**src/rtl/branch_target_ctrl.sv**
```systemverilog
// ============================================================================
// Module   : branch_target_ctrl
// Brief    : Three-state branch resolution sequencer: latch, compute target
//            and condition, then publish next PC with redirect/stall control.
// Revision : 1.0 - initial release
// ============================================================================
`default_nettype none

module branch_target_ctrl #(
    parameter int XLEN  = 64,
    parameter int CNT_W = 32
) (
    input  logic             clk,
    input  logic             reset,
    input  logic             br_req,
    output logic             br_ready,
    input  logic [XLEN-1:0]  br_pc,
    input  logic [XLEN-1:0]  br_imm,
    input  logic [2:0]       br_funct3,
    input  logic             br_uncond,
    input  logic [XLEN-1:0]  br_rs1,
    input  logic [XLEN-1:0]  br_rs2,
    output logic             stall,
    output logic             done,
    output logic             taken,
    output logic             redirect,
    output logic [XLEN-1:0]  next_pc,
    output logic             illegal,
    output logic [CNT_W-1:0] taken_count
);

    typedef enum logic [1:0] {
        S_IDLE    = 2'd0,
        S_CALC    = 2'd1,
        S_RESOLVE = 2'd2
    } state_t;

    state_t            r_state;
    state_t            w_next_state;

    logic [XLEN-1:0]   r_pc;
    logic [XLEN-1:0]   r_imm;
    logic [2:0]        r_funct3;
    logic              r_uncond;
    logic [XLEN-1:0]   r_rs1;
    logic [XLEN-1:0]   r_rs2;
    logic [XLEN-1:0]   r_s_imm;
    logic              r_cond;
    logic              r_bad_funct3;

    logic              r_stall;
    logic              r_done;
    logic              r_taken;
    logic              r_redirect;
    logic [XLEN-1:0]   r_next_pc;
    logic              r_illegal;
    logic [CNT_W-1:0]  r_taken_count;

    logic              w_cond;
    logic              w_bad_funct3;
    logic              w_taken;
    logic              w_illegal;
    logic [XLEN-1:0]   w_target;
    logic [XLEN-1:0]   w_fall;

    // ------------------------------------------------------------------
    // Sequencer
    // ------------------------------------------------------------------
    always_ff @(posedge clk) begin
        if (reset) begin
            r_state <= S_IDLE;
        end else begin
            r_state <= w_next_state;
        end
    end

    always_comb begin
        w_next_state = r_state;
        case (r_state)
            S_IDLE:    if (br_req) w_next_state = S_CALC;
            S_CALC:    w_next_state = S_RESOLVE;
            S_RESOLVE: w_next_state = S_IDLE;
            default:   w_next_state = S_IDLE;
        endcase
    end

    // ------------------------------------------------------------------
    // Condition evaluation on the latched operands
    // ------------------------------------------------------------------
    always_comb begin
        w_cond       = 1'b0;
        w_bad_funct3 = 1'b0;
        case (r_funct3)
            3'b000:  w_cond = (r_rs1 == r_rs2);
            3'b001:  w_cond = (r_rs1 != r_rs2);
            3'b100:  w_cond = ($signed(r_rs1) <  $signed(r_rs2));
            3'b101:  w_cond = ($signed(r_rs1) >= $signed(r_rs2));
            3'b110:  w_cond = (r_rs1 <  r_rs2);
            3'b111:  w_cond = (r_rs1 >= r_rs2);
            default: w_bad_funct3 = 1'b1;
        endcase
    end

    // Unconditional jumps override both the condition and the funct3 check.
    assign w_taken   = r_uncond | r_cond;
    assign w_illegal = ~r_uncond & r_bad_funct3;
    assign w_target  = r_pc + r_s_imm;
    assign w_fall    = r_pc + XLEN'(4);

    // ------------------------------------------------------------------
    // Operand latch, pipeline registers and outputs
    // ------------------------------------------------------------------
    always_ff @(posedge clk) begin
        if (reset) begin
            r_pc          <= '0;
            r_imm         <= '0;
            r_funct3      <= '0;
            r_uncond      <= 1'b0;
            r_rs1         <= '0;
            r_rs2         <= '0;
            r_s_imm       <= '0;
            r_cond        <= 1'b0;
            r_bad_funct3  <= 1'b0;
            r_stall       <= 1'b0;
            r_done        <= 1'b0;
            r_taken       <= 1'b0;
            r_redirect    <= 1'b0;
            r_next_pc     <= '0;
            r_illegal     <= 1'b0;
            r_taken_count <= '0;
        end else begin
            r_stall    <= (w_next_state != S_IDLE);
            r_done     <= 1'b0;
            r_redirect <= 1'b0;
            r_illegal  <= 1'b0;
            case (r_state)
                S_IDLE: begin
                    if (br_req) begin
                        r_pc     <= br_pc;
                        r_imm    <= br_imm;
                        r_funct3 <= br_funct3;
                        r_uncond <= br_uncond;
                        r_rs1    <= br_rs1;
                        r_rs2    <= br_rs2;
                    end
                end
                S_CALC: begin
                    // Top bit of the immediate falls off the doubled offset.
                    r_s_imm      <= {r_imm[XLEN-2:0], 1'b0};
                    r_cond       <= w_cond;
                    r_bad_funct3 <= w_bad_funct3;
                end
                S_RESOLVE: begin
                    r_done     <= 1'b1;
                    r_taken    <= w_taken;
                    r_redirect <= w_taken;
                    r_illegal  <= w_illegal;
                    r_next_pc  <= w_taken ? w_target : w_fall;
                    if (w_taken && (r_taken_count != {CNT_W{1'b1}})) begin
                        r_taken_count <= r_taken_count + CNT_W'(1);
                    end
                end
                default: ;
            endcase
        end
    end

    assign br_ready    = (r_state == S_IDLE);
    assign stall       = r_stall;
    assign done        = r_done;
    assign taken       = r_taken;
    assign redirect    = r_redirect;
    assign next_pc     = r_next_pc;
    assign illegal     = r_illegal;
    assign taken_count = r_taken_count;

endmodule

`default_nettype wire

```
**config.mk**
```make
export PLATFORM = sky130hd
export DESIGN_NAME = branch_target_ctrl
export DESIGN_NICKNAME = d
export VERILOG_FILES = /design/src/rtl/branch_target_ctrl.sv
export SDC_FILE = /design/constraint.sdc
export NUM_CORES = 1
export LEC_CHECK = 0
export CAP_MARGIN = 20
export CELL_PAD_IN_SITES_DETAIL_PLACEMENT = 1
export CELL_PAD_IN_SITES_GLOBAL_PLACEMENT = 1
export CORE_MARGIN = 3
export CORE_UTILIZATION = 35
export CTS_BUF_LIST = sky130_fd_sc_hd__clkbuf_16
export CTS_CLUSTER_SIZE = 16
export DETAILED_ROUTE_END_ITERATION = 10
export PLACE_DENSITY_LB_ADDON = 0.1
export RECOVER_POWER = 50
export SYNTH_ARGS = -nofsm -noshare
export SYNTH_HDL_FRONTEND = slang
export SYNTH_SLANG_ARGS = --single-unit
```
**constraint.sdc**
```tcl
create_clock -name clk -period 2.9 [get_ports clk]
set_clock_uncertainty 0.1 [all_clocks]
set_input_delay 0.58 -clock clk [delete_from_list [all_inputs] [get_ports clk]]
set_output_delay 0.58 -clock clk [all_outputs]
set_load 0.02 [all_outputs]
```
Word-level counts from Yosys, hierarchy flattened
Cells that the tools add are included.
Word-level totals
  register bits: 427
  input port bits: 263
  output and inout bits: 102
Operators by class
  add/subtract/negate cells: 3
  order comparisons: 4
  equality and inequality tests: 10
  muxes and demuxes: 6
  bitwise gates (word level): 4
  reductions and logical operators: 8
Operators by type and width (count)
  64-bit >= comparator: 2
  64-bit < comparator: 2
  64-bit by 3-bit adder with 64-bit output (second input constant): 1
  64-bit adder: 1
  64-bit == test: 1
  64-bit two-way mux: 1
  64-bit != test: 1
  32-bit by 1-bit adder with 32-bit output (second input constant): 1
  32-bit != test (second input constant): 1
  3-bit == test (second input constant): 4
  1-bit case mux with 6 select lines: 1
  6-bit OR reduction: 1
  2-bit case mux with 2 select lines: 1
  2-bit AND reduction: 2
  3-bit by 1-bit == test with 1-bit output (second input constant): 1
  3-bit zero test: 1
  2-bit by 1-bit == test with 1-bit output (second input constant): 1
  2-bit == test (second input constant): 1
  2-bit zero test: 1
  1-bit two-way mux: 2
  2-bit two-way mux: 1
  1-bit NOT: 2
  2-bit nonzero test: 1
  2-bit OR reduction: 1
  3 further kinds: 3

Logic depth before layout (Yosys ltp)
Gate-level depths: netlist of run 1.
  word-level depth: 3
  depth in mapped cells: 13

Worst setup path before layout of run 1
Ideal clock, no wire load.
  path type: register -> register
  from: reg r_pc[1]
  to: reg r_next_pc[57], in the netlist next_pc[57]
  setup time: 0.115 ns
  arrival: 2.960 ns
  required time: 2.685 ns
  slack: -0.274 ns
  stages on the path, launching flop included: 14
  buffers on the path: 0
  period minus slack after synthesis: 3.174 ns
  cells stage by stage: dfxtp_1 ha_1 inv_1 fa_1 nand2b_1 a21oi_1 o2111ai_1 o311ai_2 o211ai_1 a22o_2 o21ai_2 a21boi_0 a32o_1 o21a_1
On the way
  word-level cells in the longest chain between the ends: 2
  elaborated cells between the ends (all ways): 3
Ends and longest elaborated chain
  from (decl): RTL line 41  | logic [XLEN-1:0] r_pc;
  from (signal assigned): RTL line 139  | r_pc <= br_pc;
  64-bit by 3-bit adder with 64-bit output / 64-bit adder (equally long branches): RTL line 108, 107
  64-bit two-way mux (*): RTL line 158  | r_next_pc <= w_taken ? w_target : w_fall;
  to (signal assigned): RTL line 158
  to (decl): RTL line 55  | logic [XLEN-1:0] r_next_pc;
Mark *: on every way between the ends. The rest lies on a longest branch, timed or not.
A chain may end at the register's enable or synchronous reset.

Worst setup path in the final report of run 1
  from: reg r_pc[1]
  to: reg r_next_pc[63], in the netlist next_pc[63]
Same word-level chain as after synthesis.

==> results.md, run 1 <==
* Synth Net Count at 3277
* CTS Buffer Depth at 3
* # DRC at 0
* Total grt overflow at 0
* Multi-input logic area at 0.0132 mm²
* RSZ-0062 raised after global routing: yes
* GR Util All Layers at 0.242
* Max_cap viols at 2
* Syn_area_per_cell at 7.57 µm²
* Core Footprint at 0.0610 mm²
* DRT iter0 DRCs at 1104
* Core Rows at 90
* DP HPWL at 60400 µm
* Slowest stage delay, CP at 0.36 ns
* Via count of the routed design at 22213
* Cell Chain, Critical Path: ha_4 > inv_2 > fa_2 > nand2b_4 > a21oi_4 > o2111ai_4 > o311ai_4 > buf_4 > o211ai_1 > buf_4 > a22o_4 > o31a_1 > a21oi_2 > xnor2_1 > o22ai_1
* Initial antenna violation count at 5
* Initial Util at 0.358
* Synthesis warning total at 0
* Critical path required time at 3.26 ns
* I/O Buffers at 363
* Worst setup margin at -0.472 ns
* Via/cell ratio at 5.20
* Main synth FF type: dfxtp_1
* Seq cells post-synth at 427
* Clk_lat worst skew at 0.61 ns
* Area grow syn2layout at 40.3%
* Clock root buffer: clkbuf_16
* Distinct cells, synth at 82
* Sequential share of the synthesized area at 0.391
* Number of fill cells at 7368
* Leakage power figure at 12.1 nW
* Hold Slack at 0.284 ns
* Area leader, netlist: dfxtp_1
* Final hold vios at 0
* First-pass GRT wire length at 129000 µm
* FF+latch area at 0.00858 mm²
* Die Ht at 256 µm
* Worst EP arrival at 3.73 ns
* Most frequent cell after synthesis: nand2_1
* Crit path max-delay family: compound AO/OA/AOI/OAI gates
* Worst setup EP type: register
* Drt first pass iters at 5
* Clk slew on worst S/H paths at 0.06 ns
* Cts hold-fix bufs at 0
* CTS Buf Count at 49
* Post-route clock period utilization at 1.16
* Synth Instances at 2885
* Top post-synthesis cells by area: dfxtp_1 39%, nand2_1 14%, a21oi_1 11%
* Failing checks: max-capacitance violations, max-slew violations, negative setup slack
* Critical-path top delay cell: dfxtp_4
* DIE AREA at 0.0655 mm²
* Max rail drop VDD at 443 µV
* Slew margin rel. at -0.0737
* CP Class: reg2reg
* Fmax at 297 MHz
* Post-synthesis instance area at 0.0219 mm²
* Die width at 256 µm
* Worst Max-Slew Pin Slew at 1.61 ns
* Most used cell, CP: buf_4
* Status: finished, violations left
* Slew Limit Fails at 109
* Vias in the first global route at 23500
* Placed instance area at 0.0278 mm²
* Pin count of the biggest net entering global routing at 131
* Yosys top cell area share at 0.391
* Share of layout cells above drive strength 1 at 0.153
* WL per Instance at 19.3 µm
* Final Instance Area at 0.0306 mm²
* Io pins at 365
* Routed Antenna Nets at 0
* CP Max Fanout at 4
* Endpoints failing setup at 24
* FFs w/ async S/R, synth at 0
* Drt total wl at 82500 µm
* GP Congestion at 0.874
* Commonest cells post-synth: 799 x nand2_1, 464 x a21oi_1, 427 x dfxtp_1
* Crit path time final at 3.37 ns
* Final net count at 3793
* Critical path buffer and inverter count at 3
* H-tree levels at 2
* TritonCTS clock tree: done
* Post-synth EDFFs at 0
* Sink Count at 427
* Power Density at 497 mW/mm²
* Worst hold path type: in2reg
* Startpoint types: register
==> path summary, 6_finish.rpt <==
check,startpoint,to,slack [ns],cells after the start
min reg2reg,r_rs2[5]$_SDFFE_PP0P_,r_rs2[5]$_SDFFE_PP0P_,0.35,2
max reg2reg,r_pc[1]$_SDFFE_PP0P_,next_pc[63]$_SDFFE_PP0P_,-0.47,15
min,reset,r_bad_funct3$_SDFFE_PP0P_,0.28,2
max,r_pc[1]$_SDFFE_PP0P_,next_pc[63]$_SDFFE_PP0P_,-0.47,15
==> layout make-up <==
cell class                 count  share of cell area
clock inverter                41              0.0138
tap                          828              0.0338
antenna                        5            0.000408
timing repair buffer         632               0.188
clock buffer                  50              0.0408
multi-input combinational   2192               0.430
sequential                   427               0.280
inverter                      99              0.0121
==> stage by stage <==
stage	setup TNS (ns)	total power [mW]	utilization	setup WS, ns	instances
finish	-4.50	15.2	0.502	-0.472	4274
global route	-12.20	15.9	0.502	-0.578	4273
CTS	-6.35	15.4	0.492	-0.600	4253
detailed placement	-9.80	8.74	0.456	-0.695	4150
global placement	-7.14	8.67	0.456	-0.568	4150
floorplan	0	7.63	-	0.0135	2885
==> logic make-up after synthesis <==
logic type                 Yosys count  synth area share
adders and majority gates          129            0.0742
DFF                                427             0.391
AOI/OAI and AO/OA                  753             0.199
and+or+nand+nor                   1171             0.228
muxes                                7           0.00326
buffers and inverters              266            0.0508
xor gates and xnor gates           132            0.0529
==> sequential cells by signal (all words and copies together) (netlist names), 2 cells and up <==
name         flops
r_pc            64
taken_count     32
next_pc         64
r_imm           63
r_funct3         3
r_rs2           64
r_rs1           64
r_state          2
r_s_imm         63
==> power breakdown <==
| part | leakage (nW) | switching (mW) | internal, mW |
|---|---|---|---|
| clock network | 0.859 | 2.65 | 3.85 |
| registers | 3.50 | 0.193 | 6.15 |
| logic | 7.79 | 1.30 | 1.08 |
==> metal layers <==
layer / global-route usage / up-vias / wire length (µm)
met2: 0.433 / 413 / 41700
met1: 0.300 / 10836 / 35500
li1: - / 10851 / -
met4: 0.0695 / 2 / 1880
met3: 0.0373 / 111 / 3460
met5: 0 / - / 13
==> worst register-to-register path, stage by stage (launching register included) <==
cell	delay [ns]
dfxtp_4	0.36
ha_4	0.14
inv_2	0.04
fa_2	0.35
nand2b_4	0.17
a21oi_4	0.18
o2111ai_4	0.17
o311ai_4	0.32
buf_4	0.18
o211ai_1	0.08
buf_4	0.19
a22o_4	0.29
o31a_1	0.31
a21oi_2	0.15
xnor2_1	0.13
o22ai_1	0.09
==> what timing repair did <==
item / 4_1_cts / 5_1_grt
buffers inserted: 14 / 23
endpoints found under the setup margin: 40 / 54
gates resized for setup: 100 / 125
pin swaps: 59 / 55
==> cell usage in the layout, fill, tap and decap left out, types with 11 or more instances in the layout <==
cell             instances
a211oi_1                11
a21o_1                  51
a21oi_1                442
a21oi_2                 14
a31oi_1                 12
and3_1                  19
buf_4                  236
buf_6                   17
clkbuf_16               50
clkdlybuf4s50_1        362
dfxtp_1                400
dfxtp_2                 26
ha_1                   106
ha_4                    21
inv_1                  109
nand2_1                792
nand3_1                 49
nand4_1                 52
nor2_1                 114
nor2b_1                 13
nor3_1                  27
o211ai_1                24
o21ai_0                 64
o21ai_1                 12
o21ai_2                 13
o21bai_1                14
o22ai_1                 11
or3_1                   15
xnor2_1                 71
xor2_1                  58
Note: power is estimated with default switching activity, not from simulation.
==> run 2, diff against run 1 <==
--- a/config.mk
+++ b/config.mk
@@ -8,7 +8,7 @@
 export CAP_MARGIN = 20
 export CELL_PAD_IN_SITES_DETAIL_PLACEMENT = 1
 export CELL_PAD_IN_SITES_GLOBAL_PLACEMENT = 1
-export CORE_MARGIN = 3
+export CORE_MARGIN = 1.5
 export CORE_UTILIZATION = 35
 export CTS_BUF_LIST = sky130_fd_sc_hd__clkbuf_16
 export CTS_CLUSTER_SIZE = 16
==> constraint.sdc (replaced) <==
create_clock -name clk -period 2.9 [get_ports clk]
set_clock_uncertainty 0.1 [all_clocks]
set_input_delay 0.58 -clock clk [delete_from_list [all_inputs] [get_ports clk]]
set_output_delay 0.58 -clock clk [all_outputs]
set_load 0.01 [all_outputs]
==> results.md, run 2 (synthesis results as in run 1) <==
* Drt total wl at 81100 µm (was 82500 µm)
* Die Ht at 253 µm (was 256 µm)
* Critical path buffer and inverter count at 3 (unchanged)
* Worst Max-Slew Pin Slew at 1.69 ns (was 1.61 ns)
* TritonCTS clock tree: done (unchanged)
* Endpoints failing setup at 20 (was 24)
* Cell Chain, Critical Path: ha_4 > inv_2 > fa_2 > nand2b_4 > a21oi_4 > o2111ai_4 > o311ai_4 > o211ai_1 > buf_4 > a22o_4 > buf_6 > o21ai_4 > a21boi_2 > a32o_1 > o21a_1 (was ha_4 > inv_2 > fa_2 > nand2b_4 > a21oi_4 > o2111ai_4 > o311ai_4 > buf_4 > o211ai_1 > buf_4 > a22o_4 > o31a_1 > a21oi_2 > xnor2_1 > o22ai_1)
* WL per Instance at 18.9 µm (was 19.3 µm)
* Worst setup margin at -0.299 ns (was -0.472 ns)
* Most frequent cells in the layout: 790 x nand2_1, 447 x a21oi_1, 398 x dfxtp_1 (was 792 x nand2_1, 442 x a21oi_1, 400 x dfxtp_1)
* Sink Count at 427 (unchanged)
* Core Rows at 91 (was 90)
* Share of layout cells above drive strength 1 at 0.146 (was 0.153)
* I/O Buffers at 363 (unchanged)
* CTS Buffer Depth at 3 (unchanged)
* Max rail drop VDD at 389 µV (was 443 µV)
* CP Max Fanout at 3 (was 4)
* # DRC at 0 (unchanged)
* Startpoint types: register (unchanged)
* DP HPWL at 59800 µm (was 60400 µm)
* Power Density at 486 mW/mm² (was 497 mW/mm²)
* Routed Antenna Nets at 0 (unchanged)
* Die width at 253 µm (was 256 µm)
* Pin count of the biggest net entering global routing at 148 (was 131)
* Post-layout util at 0.493 (was 0.502)
* Clk slew on worst S/H paths at 0.07 ns (was 0.06 ns)
* Total grt overflow at 0 (unchanged)
* R2r worst-path depth at 15 (unchanged)
* Status: finished, violations left (unchanged)
* First-pass GRT wire length at 126000 µm (was 129000 µm)
* Clk_lat worst skew at 0.61 ns (about the same)
* Post-route clock period utilization at 1.10 (was 1.16)
* Fmax at 313 MHz (was 297 MHz)
* GP Congestion at 0.926 (was 0.874)
* Via count of the routed design at 22104 (was 22213)
* DRT iter0 DRCs at 929 (was 1104)
* Slew Limit Fails at 254 (was 109)
* Final net count at 3795 (was 3793)
* Slew margin rel. at -0.124 (was -0.0737)
* Critical path required time at 3.30 ns (was 3.26 ns)
* Critical Path Stages at 15 (unchanged)
* Slowest stage delay, CP at 0.35 ns (was 0.36 ns)
* Clock root buffer: clkbuf_16 (unchanged)
* Drt first pass iters at 5 (unchanged)
* Initial Util at 0.354 (was 0.358)
* Most common cell after layout, fill and taps aside: nand2_1 (unchanged)
* Hold depth at 2 (unchanged)
* Crit path time final at 3.20 ns (was 3.37 ns)
* Critical-path top delay cell: dfxtp_2 (was dfxtp_4)
* Core Footprint at 0.0617 mm² (was 0.0610 mm²)
* Worst EP arrival at 3.60 ns (was 3.73 ns)
* Io pins at 365 (unchanged)
* Vias in the first global route at 23224 (was 23500)
* Worst setup EP type: register (unchanged)
* DIE AREA at 0.0639 mm² (was 0.0655 mm²)
* Via/cell ratio at 5.16 (was 5.20)
* CP Class: reg2reg (unchanged)
* GR Util All Layers at 0.248 (was 0.242)
* Cts hold-fix bufs at 0 (unchanged)
* Initial antenna violation count at 8 (was 5)
* Area grow syn2layout at 39.3% (was 40.3%)
* Hold Slack at 0.250 ns (was 0.284 ns)
* Worst hold path type: in2reg (unchanged)
* CTS Buf Count at 51 (was 49)
* Max_cap viols at 3 (was 2)
* RSZ-0062 raised after global routing: yes (unchanged)
* Crit path max-delay family: compound AO/OA/AOI/OAI gates (unchanged)
* Failing checks: max-capacitance violations, max-slew violations, negative setup slack (unchanged)
* Leakage power figure at 12.0 nW (was 12.1 nW)
* H-tree levels at 2 (unchanged)
* Final hold vios at 0 (unchanged)
[run 2: cell types whose count changed in the layout (fill, tap and decap cells not counted), moves of 5 or more]
cell,before,now
a21oi_1,442,447
a21oi_4,10,5
bufinv_16,8,3
clkinvlp_4,2,7
nor2_2,7,1
o21ai_1,12,17
o21ai_2,13,4
[run 2: timing repair]
item,CTS,global route
pin swaps,53,74
hold endpoints to repair,0,0
buffers inserted,16,17
gates resized for setup,98,103
endpoints found under the setup margin,40,47
[run 2: worst paths after layout]
path	startpoint	endpoint	slack (ns)
max	r_pc[1]$_SDFFE_PP0P_	next_pc[57]$_SDFFE_PP0P_	-0.30
min	reset	next_pc[2]$_SDFFE_PP0P_	0.25
max reg2reg	r_pc[1]$_SDFFE_PP0P_	next_pc[57]$_SDFFE_PP0P_	-0.30
min reg2reg	r_imm[5]$_SDFFE_PP0P_	r_s_imm[6]$_SDFFE_PP0P_	0.35
[run 2: per-stage QoR]
stage          std cells  setup slack [ns]  area, µm²  total power [mW]  setup TNS (ns)
2_1_floorplan       2885            0.0135      21900              7.61               0
3_3_place_gp        4158            -0.419      27800              8.65           -4.85
3_5_place_dp        4158            -0.505      27800              8.73           -7.06
4_1_cts             4265            -0.370      30000              14.9           -2.82
5_1_grt             4286            -0.392      30400              15.5          -12.79
6_report            4287            -0.299      30400              14.8           -2.65
[run 2: worst register-to-register path: stages (launching register included)]
cell	delay [ns]
dfxtp_2	0.35
ha_4	0.14
inv_2	0.03
fa_2	0.34
nand2b_4	0.16
a21oi_4	0.19
o2111ai_4	0.17
o311ai_4	0.29
o211ai_1	0.12
buf_4	0.18
a22o_4	0.28
buf_6	0.13
o21ai_4	0.15
a21boi_2	0.08
a32o_1	0.22
o21a_1	0.16
[run 2: cell type report]
class,instances,area (µm²)
inverter,99,372
sequential,427,8580
fill,7482,31300
tap,837,1050
antenna,9,22.5
multi-input combinational,2192,13100
timing repair buffer,632,5780
clock inverter,40,293
clock buffer,51,1280
[run 2: metal layers]
metal	GRT usage	share of wire
met2	0.433	0.49
met5	0	0
met4	0.0833	0.026
met3	0.0368	0.041
met1	0.310	0.44
[run 2: power by group]
| part | total (mW) | internal (mW) | switching (mW) | leakage [nW] |
|---|---|---|---|---|
| Clock | 6.11 | 3.46 | 2.65 | 0.788 |
| Sequential | 6.34 | 6.15 | 0.189 | 3.50 |
| Combinational | 2.33 | 1.07 | 1.26 | 7.71 |
==> run 3, diff against run 2 <==
==> constraint.sdc (replaced) <==
create_clock -name clk -period 2.9 [get_ports clk]
set_clock_uncertainty 0.1 [all_clocks]
set_input_delay 0.435 -clock clk [delete_from_list [all_inputs] [get_ports clk]]
set_output_delay 0.435 -clock clk [all_outputs]
set_load 0.01 [all_outputs]
==> results.md, run 3 (synthesis results as in run 1) <==
* Max_cap viols at 1 (was 3)
* First-pass GRT wire length at 127000 µm (was 126000 µm)
* Number of fill cells at 7479 (was 7482)
* Endpoints failing setup at 15 (was 20)
* Worst setup EP type: register (unchanged)
* # DRC at 0 (unchanged)
* Worst Max-Slew Pin Slew at 2.02 ns (was 1.69 ns)
* Area grow syn2layout at 39.7% (was 39.3%)
* Sink Count at 427 (unchanged)
* Worst EP arrival at 3.67 ns (was 3.60 ns)
* CTS Buf Count at 51 (unchanged)
* Fmax at 310 MHz (was 313 MHz)
* I/O Buffers at 363 (unchanged)
* Drt total wl at 81400 µm (was 81100 µm)
* Crit path max-delay family: compound AO/OA/AOI/OAI gates (unchanged)
* Most common cell after layout, fill and taps aside: nand2_1 (unchanged)
* DP HPWL at 59900 µm (was 59800 µm)
* Post-layout util at 0.495 (was 0.493)
* Final net count at 3791 (was 3795)
* Share of layout cells above drive strength 1 at 0.152 (was 0.146)
* Power Density at 484 mW/mm² (was 486 mW/mm²)
* Startpoint types: register (unchanged)
* Worst hold path type: in2reg (unchanged)
* CP Max Fanout at 3 (unchanged)
* CP Class: reg2reg (unchanged)
* TritonCTS clock tree: done (unchanged)
* Final setup TNS at -2.50 ns (was -2.65 ns)
* Crit path time final at 3.23 ns (was 3.20 ns)
* Most frequent cells in the layout: 790 x nand2_1, 440 x a21oi_1, 397 x dfxtp_1 (was 790 x nand2_1, 447 x a21oi_1, 398 x dfxtp_1)
* Core Footprint at 0.0617 mm² (unchanged)
* Die width at 253 µm (unchanged)
* Slew Limit Fails at 183 (was 254)
* Max rail drop VDD at 412 µV (was 389 µV)
* CTS Buffer Depth at 3 (unchanged)
* Worst setup margin at -0.331 ns (was -0.299 ns)
* Pin count of the biggest net entering global routing at 183 (was 148)
* WL per Instance at 19.0 µm (was 18.9 µm)
* Critical-path top delay cell: dfxtp_4 (was dfxtp_2)
* Via/cell ratio at 5.17 (was 5.16)
* Slew margin rel. at -0.348 (was -0.124)
* Clock root buffer: clkbuf_16 (unchanged)
* DIE AREA at 0.0639 mm² (unchanged)
* GR Util All Layers at 0.250 (was 0.248)
* DRT iter0 DRCs at 979 (was 929)
* Drt first pass iters at 5 (unchanged)
* Initial antenna violation count at 6 (was 8)
* Clk_lat worst skew at 0.60 ns (was 0.61 ns)
* Critical path buffer and inverter count at 4 (was 3)
* Final hold vios at 0 (unchanged)
* Die Ht at 253 µm (unchanged)
* Core Rows at 91 (unchanged)
* Post-route clock period utilization at 1.11 (was 1.10)
* Clk slew on worst S/H paths at 0.06 ns (was 0.07 ns)
* Slowest stage delay, CP at 0.36 ns (was 0.35 ns)
* RSZ-0062 raised after global routing: yes (unchanged)
* Critical path required time at 3.34 ns (was 3.30 ns)
* Cell Chain, Critical Path: ha_4 > inv_2 > fa_2 > nand2b_4 > a21oi_4 > o2111ai_4 > o311ai_4 > o211ai_1 > buf_4 > a22o_4 > buf_6 > o21ai_4 > buf_6 > xor2_2 > a21oi_2 > nor2_1 (was ha_4 > inv_2 > fa_2 > nand2b_4 > a21oi_4 > o2111ai_4 > o311ai_4 > o211ai_1 > buf_4 > a22o_4 > buf_6 > o21ai_4 > a21boi_2 > a32o_1 > o21a_1)
* Vias in the first global route at 23382 (was 23224)
* Failing checks: max-capacitance violations, max-slew violations, negative setup slack (unchanged)
* Most used cell, CP: buf_6
* H-tree levels at 2 (unchanged)
* Status: finished, violations left (unchanged)
* GP Congestion at 0.907 (was 0.926)
* Total grt overflow at 0 (unchanged)
* Initial Util at 0.354 (unchanged)
* Leakage power figure at 12.1 nW (was 12.0 nW)
* Routed Antenna Nets at 0 (unchanged)
* Io pins at 365 (unchanged)
* Via count of the routed design at 22149 (was 22104)
## run 3: cell types whose count changed in the layout (fill, tap and decap cells not counted), moves of 4 or more
cell,before,now
dlygate4sd3_1,0,24
clkdlybuf4s50_1,362,339
a21oi_1,447,440
o21ai_1,17,11
a21oi_2,14,19
clkinv_1,10,15
o21ai_2,4,9
clkbuf_2,8,4
## run 3: final timing paths
| path | startpoint | to | slack [ns] | cells after the start |
|---|---|---|---|---|
| max | r_pc[1]$_SDFFE_PP0P_ | next_pc[53]$_SDFFE_PP0P_ | -0.33 | 16 |
| min reg2reg | r_imm[31]$_SDFFE_PP0P_ | r_s_imm[32]$_SDFFE_PP0P_ | 0.35 | 2 |
| min | br_rs2[46] | r_rs2[46]$_SDFFE_PP0P_ | 0.28 | 3 |
| max reg2reg | r_pc[1]$_SDFFE_PP0P_ | next_pc[53]$_SDFFE_PP0P_ | -0.33 | 16 |
## run 3: worst min-delay path: stages
cell and delay (ns):
clkdlybuf4s50_1 0.39, nand2_1 0.05, a21oi_1 0.05
## run 3: routing by layer
layer,vias to the layer above,share of wire,track usage
li1,10843,-,-
met1,10790,0.45,0.317
met2,391,0.49,0.440
met3,125,0.033,0.0281
met4,0,0.026,0.0796
met5,-,0,0
## run 3: what timing repair did
action                                  4_1_cts  5_1_grt
pin swaps                                    50       74
setup buffers                                18       19
endpoints found under the setup margin       39       44
endpoints found under the hold margin         2        0
gates resized for setup                     126      101
hold buffers                                  1        0
## run 3: cell type report
cell class,instances,area (µm²),area share
Antenna cell,6,15.0,0.000492
Clock buffer,51,1280,0.0418
Clock inverter,42,289,0.00947
Inverter,99,372,0.0122
Multi-Input combinational cell,2192,13200,0.432
Sequential cell,427,8590,0.281
Tap cell,837,1050,0.0343
Timing Repair Buffer,628,5760,0.189
## run 3: where the power goes
part | total, mW | internal [mW] | switching (mW) | leakage, nW
logic | 2.33 | 1.07 | 1.26 | 7.81
registers | 6.34 | 6.15 | 0.194 | 3.50
clock network | 6.12 | 3.39 | 2.73 | 0.785
total | 14.8 | 10.6 | 4.18 | 12.1
## run 3: metrics by stage
stage | power (mW) | instance area [µm²] | instances | worst slack [ns] | hold WS, ns
detailed placement | 8.70 | 27700 | 4148 | -0.447 | 0.347
global placement | 8.64 | 27700 | 4148 | -0.408 | 0.341
finish | 14.8 | 30500 | 4282 | -0.331 | 0.278
CTS | 14.9 | 30000 | 4259 | -0.354 | 0.240
floorplan | 7.61 | 21900 | 2885 | 0.0135 | 0.332
global route | 15.5 | 30500 | 4282 | -0.435 | 0.267
